$ cat config.mk
export PLATFORM = sky130hd
export DESIGN_NAME = stop_com_align_flat
export DESIGN_NICKNAME = d
export VERILOG_FILES = /design/src/rtl/stop_com_align_if.sv /design/src/rtl/stop_com_align.sv /design/src/flat_wrapper.sv
export SDC_FILE = /design/constraint.sdc
export NUM_CORES = 1
export LEC_CHECK = 0
export ABC_AREA = 1
export ABC_CLOCK_PERIOD_IN_PS = 2000
export CELL_PAD_IN_SITES_DETAIL_PLACEMENT = 1
export CELL_PAD_IN_SITES_GLOBAL_PLACEMENT = 1
export CORE_AREA = 2 2 56 58
export CTS_CLUSTER_DIAMETER = 60
export DETAILED_ROUTE_END_ITERATION = 10
export DIE_AREA = 0 0 58 60
export HOLD_SLACK_MARGIN = 0.03
export PLACE_DENSITY_LB_ADDON = 0.1
export SETUP_SLACK_MARGIN = 0.5
export SYNTH_ARGS = -nofsm -noshare
export SYNTH_HDL_FRONTEND = slang
export SYNTH_SLANG_ARGS = --single-unit
$ cat constraint.sdc
create_clock -name clk32f -period 2 [get_ports clk32f]
set_input_delay 0.2 -clock clk32f [delete_from_list [all_inputs] [get_ports clk32f]]
set_output_delay 0.2 -clock clk32f [all_outputs]
set_load 0.005 [all_outputs]
$ cat src/rtl/stop_com_align_if.sv
// Serial link bundle between the IDLE/COM serializer and the comma aligner.
// master drives the bitstream; slave returns aligned bytes and link status.
interface stop_com_align_if;
  logic       data_in;
  logic [7:0] data_out;
  logic       valid_out;
  logic       active;

  modport master (
    output data_in,
    input  data_out,
    input  valid_out,
    input  active
  );

  modport slave (
    input  data_in,
    output data_out,
    output valid_out,
    output active
  );
endinterface

$ cat src/rtl/stop_com_align.sv
// Comma-based byte aligner: bit-slides onto COM_BYTE, requires N_COM aligned commas,
// then delivers every non-comma byte at its boundary until the next reset.
module stop_com_align #(
  parameter logic [7:0]  COM_BYTE = 8'hBC,
  parameter int unsigned N_COM    = 4
) (
  input logic              clk32f,
  input logic              reset,
  stop_com_align_if.slave  io_bus
);

  typedef enum logic [1:0] {
    StSearch = 2'd0,
    StAlign  = 2'd1,
    StLocked = 2'd2
  } state_e;

  localparam logic [2:0] NComW = 3'(N_COM);

  state_e     r_state;
  logic [7:0] r_sr;
  logic [2:0] r_bc;
  logic [2:0] r_cc;
  logic [7:0] r_data;
  logic       r_valid;
  logic       r_active;

  state_e     w_state_d;
  logic [2:0] w_bc_d;
  logic [2:0] w_cc_d;
  logic [7:0] w_data_d;
  logic       w_valid_d;
  logic       w_active_d;

  logic [7:0] w_win;
  logic       w_is_com;
  logic       w_boundary;
  logic [2:0] w_cc_inc;

  // The window includes the bit being sampled so a byte is acted on in the same edge.
  assign w_win      = {r_sr[6:0], io_bus.data_in};
  assign w_is_com   = (w_win == COM_BYTE);
  assign w_boundary = (r_bc == 3'd7);
  assign w_cc_inc   = r_cc + 3'd1;

  always_comb begin
    w_state_d = r_state;
    w_bc_d    = r_bc;
    w_cc_d    = r_cc;
    w_data_d  = r_data;
    w_valid_d = r_valid;

    case (r_state)
      StSearch: begin
        w_bc_d    = 3'd0;
        w_cc_d    = 3'd0;
        w_data_d  = 8'h00;
        w_valid_d = 1'b0;
        if (w_is_com) begin
          w_cc_d    = 3'd1;
          w_state_d = (NComW == 3'd1) ? StLocked : StAlign;
        end
      end

      StAlign: begin
        w_bc_d    = r_bc + 3'd1;
        w_data_d  = 8'h00;
        w_valid_d = 1'b0;
        if (w_boundary) begin
          if (w_is_com) begin
            w_cc_d = w_cc_inc;
            if (w_cc_inc == NComW) begin
              w_state_d = StLocked;
            end
          end else begin
            // Drop back to bit-sliding; the failed byte is not re-scanned as a whole.
            w_state_d = StSearch;
            w_cc_d    = 3'd0;
            w_bc_d    = 3'd0;
          end
        end
      end

      StLocked: begin
        w_bc_d = r_bc + 3'd1;
        if (w_boundary) begin
          if (w_is_com) begin
            w_valid_d = 1'b0;
          end else begin
            w_data_d  = w_win;
            w_valid_d = 1'b1;
          end
        end
      end

      default: begin
        w_state_d = StSearch;
        w_bc_d    = 3'd0;
        w_cc_d    = 3'd0;
        w_data_d  = 8'h00;
        w_valid_d = 1'b0;
      end
    endcase

    w_active_d = (w_state_d == StLocked);
  end

  always_ff @(posedge clk32f or negedge reset) begin
    if (!reset) begin
      r_state  <= StSearch;
      r_sr     <= 8'h00;
      r_bc     <= 3'd0;
      r_cc     <= 3'd0;
      r_data   <= 8'h00;
      r_valid  <= 1'b0;
      r_active <= 1'b0;
    end else begin
      r_state  <= w_state_d;
      r_sr     <= w_win;
      r_bc     <= w_bc_d;
      r_cc     <= w_cc_d;
      r_data   <= w_data_d;
      r_valid  <= w_valid_d;
      r_active <= w_active_d;
    end
  end

  assign io_bus.data_out  = r_data;
  assign io_bus.valid_out = r_valid;
  assign io_bus.active    = r_active;

endmodule

$ cat src/flat_wrapper.sv
// flat-port wrapper written by rule: the top's interface ports become plain ports
module stop_com_align_flat 
#(
  parameter logic [7:0]  COM_BYTE = 8'hBC,
  parameter int unsigned N_COM    = 4
)
  (clk32f, reset, io_bus_data_in, io_bus_data_out, io_bus_valid_out, io_bus_active);
  stop_com_align_if io_bus_i ();
  input logic clk32f;
  input logic reset;
  input wire logic [$bits(io_bus_i.data_in)-1:0] io_bus_data_in;
  output wire logic [$bits(io_bus_i.data_out)-1:0] io_bus_data_out;
  output wire logic [$bits(io_bus_i.valid_out)-1:0] io_bus_valid_out;
  output wire logic [$bits(io_bus_i.active)-1:0] io_bus_active;
  assign io_bus_i.data_in = io_bus_data_in;
  assign io_bus_data_out = io_bus_i.data_out;
  assign io_bus_valid_out = io_bus_i.valid_out;
  assign io_bus_active = io_bus_i.active;
  stop_com_align #(.COM_BYTE(COM_BYTE), .N_COM(N_COM)) u_core (.clk32f(clk32f), .reset(reset), .io_bus(io_bus_i));
endmodule
[Yosys cells after proc, flatten, opt, wreduce, memory -nomap -nowiden]
Cells that the tools add are included.
Word-level totals
  memories kept: 0
  memory bits (writable): 0
  output and inout bits: 10
  ROM bits: 0
  input port bits: 3
  bits in registers: 25
  bits in latches: 0
Cells by class
  $lt $le $gt $ge: 0
  $mul: 0
  equal/unequal tests: 9
  muxes and demuxes: 18
  $add $sub $neg: 2
  div/mod/pow operators: 0
  bitwise logic cells: 1
  reduce and logical (&&, ||, !) cells: 3
  shift-type cells: 0
Operators by type and width (count)
  two-way mux 8 bit: 3
  two-way mux 3 bit: 4
  case mux 3 bit (3 select lines): 1
  == test 8 bit, second input constant: 1
  two-way mux 2 bit: 4
  adder 3 x 1 -> 3 bit, second input constant: 2
  == test 3 bit, second input constant: 2
  case mux 2 bit (3 select lines): 1
  case mux 3 bit (2 select lines): 1
  == test 2 bit, second input constant: 2
  two-way mux 1 bit: 4
  inequality test 2 x 1 -> 1 bit, second input constant: 2
  AND reduction 2 bit: 2
  == test 2 x 1 -> 1 bit, second input constant: 1
  logical NOT 2 bit: 1
  inequality test 2 bit, second input constant: 1
  inverter 1 bit: 1

[Longest topological paths before layout]
Gate-level depths: netlist of run 1.
  depth in word-level cells: 7
  gate-level depth with buffers: 10
  mapped depth without buffers: 9

[Worst setup path before layout of run 1]
No wires, ideal clock.
  kind: register -> register
  start point: register u_core.r_bc[0]
  end point: register u_core.r_active (netlist: u_core.io_bus.active)
  slack: 0.629 ns
  required time: 1.879 ns
  path buffers: 0
  stages on the path, launching flop included: 8
  arrival time: 1.251 ns
  setup time: 0.121 ns
  cells stage by stage: dfrtp_1 > ha_1 > ha_1 > nand2_1 > nand3b_1 > nand3_1 > a21oi_1 > nor2_1
On the way
  word-level cells in the longest chain between the ends: 4
Ends and longest elaborated chain
  start, declared: RTL line stop_com_align.sv:22  | logic [2:0] r_bc;
  start signal, assigned: RTL line stop_com_align.sv:120  | r_bc <= w_bc_d;
  == test 3 bit: RTL line stop_com_align.sv:43  | assign w_boundary = (r_bc == 3'd7);
  two-way mux 2 bit: RTL line stop_com_align.sv:69  | if (w_boundary) begin
  case mux 2 bit (3 select lines): RTL line stop_com_align.sv:53  | case (r_state)
  named net u_core.w_state_d[0]: RTL line stop_com_align.sv:28  | state_e w_state_d;
  == test 2 bit: RTL line stop_com_align.sv:105  | w_active_d = (w_state_d == StLocked);
  named net u_core.w_active_d: RTL line stop_com_align.sv:33  | logic w_active_d;
  end signal, assigned: RTL line stop_com_align.sv:124  | r_active <= w_active_d;
  end, declared: RTL line stop_com_align.sv:26  | logic r_active;
The timed path passes the listed nets, and every way through them passes these cells.
A chain may end at the register's enable or synchronous reset.

[Final worst setup path of run 1]
  start point: register u_core.r_bc[0]
  end point: register u_core.r_active (netlist: u_core.io_bus.active)
On the way
  word-level cells in the longest chain between the ends: 4
Ends and longest elaborated chain (RTL line)
  == test 3 bit: stop_com_align.sv:43
  two-way mux 2 bit: stop_com_align.sv:69
  case mux 2 bit (3 select lines): stop_com_align.sv:53
  == test 2 bit: stop_com_align.sv:105
  named net u_core.w_active_d: stop_com_align.sv:33
The timed path passes the listed nets, and every way through them passes these cells.

==> flow_summary.yaml, run 1 <==
setup_path:
  path_common_cell: "nand2_1"
  crit_chain: "ha_2 -> ha_4 -> nand2_2 -> nand3b_1 -> nand2_1 -> nand3_2 -> nand2_1 -> nand2_1 -> nor2_1"
  start_kind: "flip-flop"
  cp.buffers_inverters: 0
  crit_type: "reg2reg"
  arrival_ns: 1.72
  cpMaxStageDelayCell: "dfrtp_1"
  slowest_delay_ns: 0.37
  end_kind: "flip-flop"
  cp_top_family: "simple AND/OR/NAND/NOR gates"
  worst-path-max-fanout: 6
  cp_data_required_time_ns: 2.26
drt:
  drc: 0
  drt_iter0_drc: 22
  vias: 816
  ant_nets: 0
  first_pass_iters: 4
  via_per_inst: 4.828
  wl_per_cell_microns: 13.70
  drt-total-wl_mm: 2.316
sta:
  hold_violations: 0
  clock_skew_ns: 0.009337
  setup_ws_ns: 0.5425
  timing.fmax_mhz: 686.1
  holdWs_ns: 0.2347
  finalSetupViolCount: 0
  drv_slew: 0
  fin_crit_ns: 1.457
  timing.final.crit_share: 0.7287
  setup_tns_ns: 0
  tightest_slew_ns: 0.3119
  rsz0062_at_grt: "true"
  slew_headroom: 0.7907
yosys:
  yosys_warnings: 0
  synth-seq-cells: 25
  synth_area_sq_um: 1111
  synth.top_cell.area_share: 0.5631
  synthFlopType: "dfrtp_1"
  synth-async-reset-ratio: 1.000
  yosys-top-cells-count: "34 x nand2_1, 25 x dfrtp_1, 13 x inv_1, 12 x nand3_1, 9 x nor2_1"
  synthCells: 118
  yosysMostFrequentCell: "nand2_1"
  ys_top_cells_by_area: "dfrtp_1 56%, nand2_1 11%, ha_1 9.0%"
  synth_edf_count: 0
  syn_avg_cell_area_sq_um: 9.416
  ys_types: 17
  yosysTopAreaCell: "dfrtp_1"
  synth_nets: 129
  ys_seq_area_frac: 0.5631
global_route:
  antenna_found_initial: 0
  grt.overflow.total: 0
  grt_pass1_vias: 871
  track_usage: 0.1546
  grt_max_degree: 26
  grt_pass1_wl_mm: 4.015
finish:
  seq_area_sq_um: 625.6
  final_layout_size_suffix_gt1_frac: 0.1103
  synthToLayoutAreaGrowth_pct: 19.71
  fillers: 338
  antenna_cells: 0
  final_area_sq_um: 1330
  multiInputGateArea_sq_um: 437.9
  fin_nets: 148
floorplanning:
  die_h_microns: 60
  rows: 20
  initial_core_util: 0.3828
  die_w_microns: 58
  core_sq_um: 2903
  io_pins: 13
  die_area_sq_um: 3480
clock_network:
  cts_buffers: 3
  clk_latency_ns: 0.31
  cts.clk_slew.worst_paths_ns: 0.14
  clock-sinks: 25
  cts.root.buffer_cell: "clkbuf_4"
  hold_buffers: 0
  htreeDepth: 1
  clk_path_buf_depth: 2
  cts_tree: "done"
pwr:
  post-layout-total-power_mw: 0.8014
  irDropWorstVdd_uv: 345.8
  p_per_area_nw_per_um2: 602.5
  leakagePower_nw: 0.6832
hold_path:
  hold_path_class: "in2async"
placement:
  post-dp-hpwl_mm: 1.747
  port_buffers: 12
  gp_congestion: 0.7737
  dp_slack_ns: 0.3717
  placed_area_sq_um: 1279
flow_run:
  drv_cap: 0
status:
  status: "finished clean"
-- final cells by class --
class | count | area share
multi-input combinational | 78 | 0.3293
inverter | 13 | 0.03669
timing repair buffer | 16 | 0.1129
tap | 33 | 0.03104
sequential | 25 | 0.4704
clock buffer | 4 | 0.01976
-- sequential cells by signal, summed over array words and instances, names as in the netlist --
name	cells
u_core.io_bus.valid_out	1
u_core.r_bc	3
u_core.r_sr	7
u_core.io_bus.data_out	8
u_core.r_cc	3
u_core.r_state	2
u_core.io_bus.active	1
-- cell families after synthesis --
logic type,Yosys count,synth area share
AO/OA/AOI/OAI,9,0.04617
adder cells (fa/ha/maj),8,0.09009
buffers and inverters,15,0.05856
flip-flops,25,0.5631
AND/OR/NAND/NOR,61,0.2421
-- stage by stage --
step,utilization,std cells
after floorplan,-,118
after global placement,0.4405,164
after detailed placement,0.4405,164
after CTS,0.4539,168
after global routing,0.4582,169
final,0.4582,169
-- layer usage --
layer  vias to the layer above  wire length (microns)  global-route usage
li1                        407                      -                   -
met1                       398                   1066              0.1997
met2                         9                   1183              0.2516
met3                         2                     47             0.02814
met4                         0                     19             0.07309
met5                         -                      0                   0
-- final timing paths --
path | from | end | slack, ns | cells past startpoint
max in group asynchronous | reset | u_core.io_bus.data_out[5]$_DFFE_PN0P_ | 1.52 | 2
worst max register to register | u_core.r_bc[0]$_DFF_PN0_ | u_core.io_bus.active$_DFF_PN0_ | 0.54 | 9
worst min register to register | u_core.r_sr[5]$_DFF_PN0_ | u_core.r_sr[6]$_DFF_PN0_ | 0.42 | 0
worst min-delay path | reset | u_core.r_sr[3]$_DFF_PN0_ | 0.23 | 2
worst max-delay path | u_core.r_bc[0]$_DFF_PN0_ | u_core.io_bus.active$_DFF_PN0_ | 0.54 | 9
min in group clk32f | io_bus_data_in | u_core.r_sr[0]$_DFF_PN0_ | 0.38 | 1
-- repair_timing --
item,4_1_cts,5_1_grt
gates resized for setup,3,3
endpoints found under the setup margin,14,10
pin swaps,0,5
setup buffers,0,1
-- where the power goes --
| group | leakage [nW] | switching, mW | internal, mW | total (mW) |
|---|---|---|---|---|
| Combinational | 0.335 | 0.0370 | 0.0187 | 0.0557 |
| Clock | 0.0150 | 0.144 | 0.0778 | 0.222 |
| Sequential | 0.333 | 0.00842 | 0.516 | 0.524 |
-- placed cells by master, fill, tap and decap left out, types with 2 or more instances in the layout --
cell type        instances
a21oi_1                  4
clkbuf_4                 3
nor2_2                   2
inv_1                   13
ha_1                     6
clkdlybuf4s50_1         12
nand2_2                  2
o21ai_1                  2
nor2_1                   9
nand2_1                 33
buf_4                    4
dfrtp_1                 25
nand3_1                 12
No activity file was read; power rests on OpenSTA's default activity.
==> run 2, diff against run 1 <==
--- a/config.mk
+++ b/config.mk
@@ -6,13 +6,13 @@
 export NUM_CORES = 1
 export LEC_CHECK = 0
 export ABC_AREA = 1
-export ABC_CLOCK_PERIOD_IN_PS = 2000
+export ABC_CLOCK_PERIOD_IN_PS = 1300
 export CELL_PAD_IN_SITES_DETAIL_PLACEMENT = 1
 export CELL_PAD_IN_SITES_GLOBAL_PLACEMENT = 1
-export CORE_AREA = 2 2 56 58
+export CORE_AREA = 2 2 58 60
 export CTS_CLUSTER_DIAMETER = 60
 export DETAILED_ROUTE_END_ITERATION = 10
-export DIE_AREA = 0 0 58 60
+export DIE_AREA = 0 0 60 62
 export HOLD_SLACK_MARGIN = 0.03
 export PLACE_DENSITY_LB_ADDON = 0.1
 export SETUP_SLACK_MARGIN = 0.5
==> constraint.sdc (replaced) <==
create_clock -name clk32f -period 1.3 [get_ports clk32f]
set_input_delay 0.13 -clock clk32f [delete_from_list [all_inputs] [get_ports clk32f]]
set_output_delay 0.13 -clock clk32f [all_outputs]
set_load 0.005 [all_outputs]
==> run 2 against run 1 <==
The flow now finishes with violations (negative setup slack). Maximum frequency rose by 4.9%. Via count rose by 14%. Non-clock buffer count rose by 26. Clock skew rose by 0.0073 ns. Die area rose by 6.9%. Cell count rose by 23%. Register-to-register slack got worse by 0.63 ns. Clock-buffer cell count fell by 1. Final area rose by 24%. Global-route usage rose by 0.15 points. Wire length rose by 15%. Largest cell class unchanged. Largest power group unchanged.
==> flow_summary.yaml, run 2 (synthesis gave the netlist of run 1 again) <==
sta:
  fin_crit_ns: 1.389
  slew_headroom: 0.7896
  tightest_slew_ns: 0.3157
  timing.final.crit_share: 1.069
  finalSetupViolCount: 7
  clock_skew_ns: 0.01666
  setup_ws_ns: -0.08915
  rsz0062_at_grt: "true"
  timing.fmax_mhz: 719.9
  hold_violations: 0
  drv_slew: 0
drt:
  drt-total-wl_mm: 2.658
  vias: 930
  via_per_inst: 4.471
  drc: 0
  first_pass_iters: 4
  ant_nets: 0
  wl_per_cell_microns: 12.78
  drt_iter0_drc: 29
setup_path:
  crit_type: "reg2reg"
  arrival_ns: 1.63
  cp_data_required_time_ns: 1.54
  start_kind: "flip-flop"
  end_kind: "flip-flop"
  worst-path-max-fanout: 4
status:
  violations: "negative setup slack"
  status: "complete, but fails checks"
floorplanning:
  core_sq_um: 3179
  rows: 21
  io_pins: 13
  die_area_sq_um: 3720
  die_w_microns: 60
  initial_core_util: 0.3495
  die_h_microns: 62
clock_network:
  cts_buffers: 3
  clock-sinks: 25
  cts_tree: "done"
  clk_latency_ns: 0.34
  clk_path_buf_depth: 2
  cts.root.buffer_cell: "clkbuf_4"
  htreeDepth: 1
  cts.clk_slew.worst_paths_ns: 0.15
placement:
  gp_congestion: 0.7751
  port_buffers: 12
  dp_slack_ns: -0.1251
  post-dp-hpwl_mm: 1.862
finish:
  final_cell_mix: "29 x nand2_1, 26 x buf_4, 23 x dfrtp_1"
  fin_nets: 174
  synthToLayoutAreaGrowth_pct: 48.54
  utilization: 0.5191
  largest_register_ffs: 8
  mostFrequentLayoutCell: "nand2_1"
  antenna_cells: 0
  final_layout_size_suffix_gt1_frac: 0.5000
global_route:
  grt.overflow.total: 0
  antenna_found_initial: 0
  track_usage: 0.1561
  grt_pass1_vias: 877
  grt_max_degree: 26
  grt_pass1_wl_mm: 4.209
flow_run:
  drv_cap: 0
pwr:
  p_per_area_nw_per_um2: 801.4
  leakagePower_nw: 0.8498
  irDropWorstVdd_uv: 443.3
  post-layout-total-power_mw: 1.323
hold_path:
  hold_path_class: "in2async"
## run 2: cell types whose count changed in the layout (fill, tap and decap cells not counted), moves of 3 or more
cell | before | now
buf_4 | 4 | 26
buf_2 | 0 | 10
nand3_2 | 1 | 10
inv_1 | 13 | 9
buf_6 | 0 | 3
nand2_1 | 33 | 29
a21oi_1 | 4 | 1
nand3_1 | 12 | 3
clkdlybuf4s50_1 | 12 | 2
a21oi_2 | 0 | 3
nand2_2 | 2 | 6
inv_2 | 0 | 4
## run 2: stage by stage
stage | TNS, ns | cell area [sq um] | hold WS [ns] | instances
after global placement | -0.9022 | 1470 | 0.3843 | 186
after floorplan | 0 | 1216 | -0.1656 | 118
after global routing | -1.537 | 1650 | 0.1524 | 208
after CTS | -0.3656 | 1564 | 0.1418 | 200
final | -0.3289 | 1650 | 0.1306 | 208
after detailed placement | -1.235 | 1470 | 0.3830 | 186
## run 2: final timing paths
path	startpoint	to	slack, ns	cells after the start
worst max-delay path	u_core.r_bc[0]$_DFF_PN0_	u_core.r_cc[0]$_DFFE_PN0P_	-0.09	7
worst min-delay path	reset	u_core.io_bus.valid_out$_DFFE_PN0P_	0.13	2
worst max register to register	u_core.r_bc[0]$_DFF_PN0_	u_core.r_cc[0]$_DFFE_PN0P_	-0.09	7
worst min register to register	u_core.r_sr[3]$_DFF_PN0_	u_core.r_sr[4]$_DFF_PN0_	0.42	0
max in group asynchronous	reset	u_core.r_state[0]$_DFF_PN0_	0.90	2
min in group clk32f	io_bus_data_in	u_core.r_sr[0]$_DFF_PN0_	0.37	2
## run 2: routing by layer
metal,up-vias,track usage,part of all wire
met5,-,0,0
met4,0,0.06667,0.014
met3,4,0.01863,0.020
met2,12,0.2640,0.53
met1,455,0.2026,0.44
li1,459,-,-
## run 2: power breakdown
part | internal (mW) | switching, mW
sequential | 0.794 | 0.0120
clock | 0.118 | 0.255
combinational | 0.0626 | 0.0803
## run 2: what timing repair did
| item | 4_1_cts | 5_1_grt |
|---|---|---|
| endpoints found under the setup margin | 28 | 28 |
| pin swaps | 24 | 11 |
| setup buffers | 10 | 8 |
| hold buffers | 0 | 0 |
| resized for setup | 51 | 8 |
## run 2: worst max-delay path, stage by stage (launching register included)
cell     delay, ns
dfrtp_1       0.41
ha_2          0.18
ha_4          0.18
buf_4         0.13
buf_4         0.13
o21ai_4       0.15
nand2_1       0.07
o31ai_1       0.06
## run 2: final cells by class
type                    instances  area [sq um]
fillers                       382          1529
multi-input cells              78         566.8
flip-flops and latches         25         628.1
well taps                      46         57.56
inverters                      13         48.80
clock inverters                 1         7.507
repair buffers                 42         319.1
clock buffers                   3         22.52
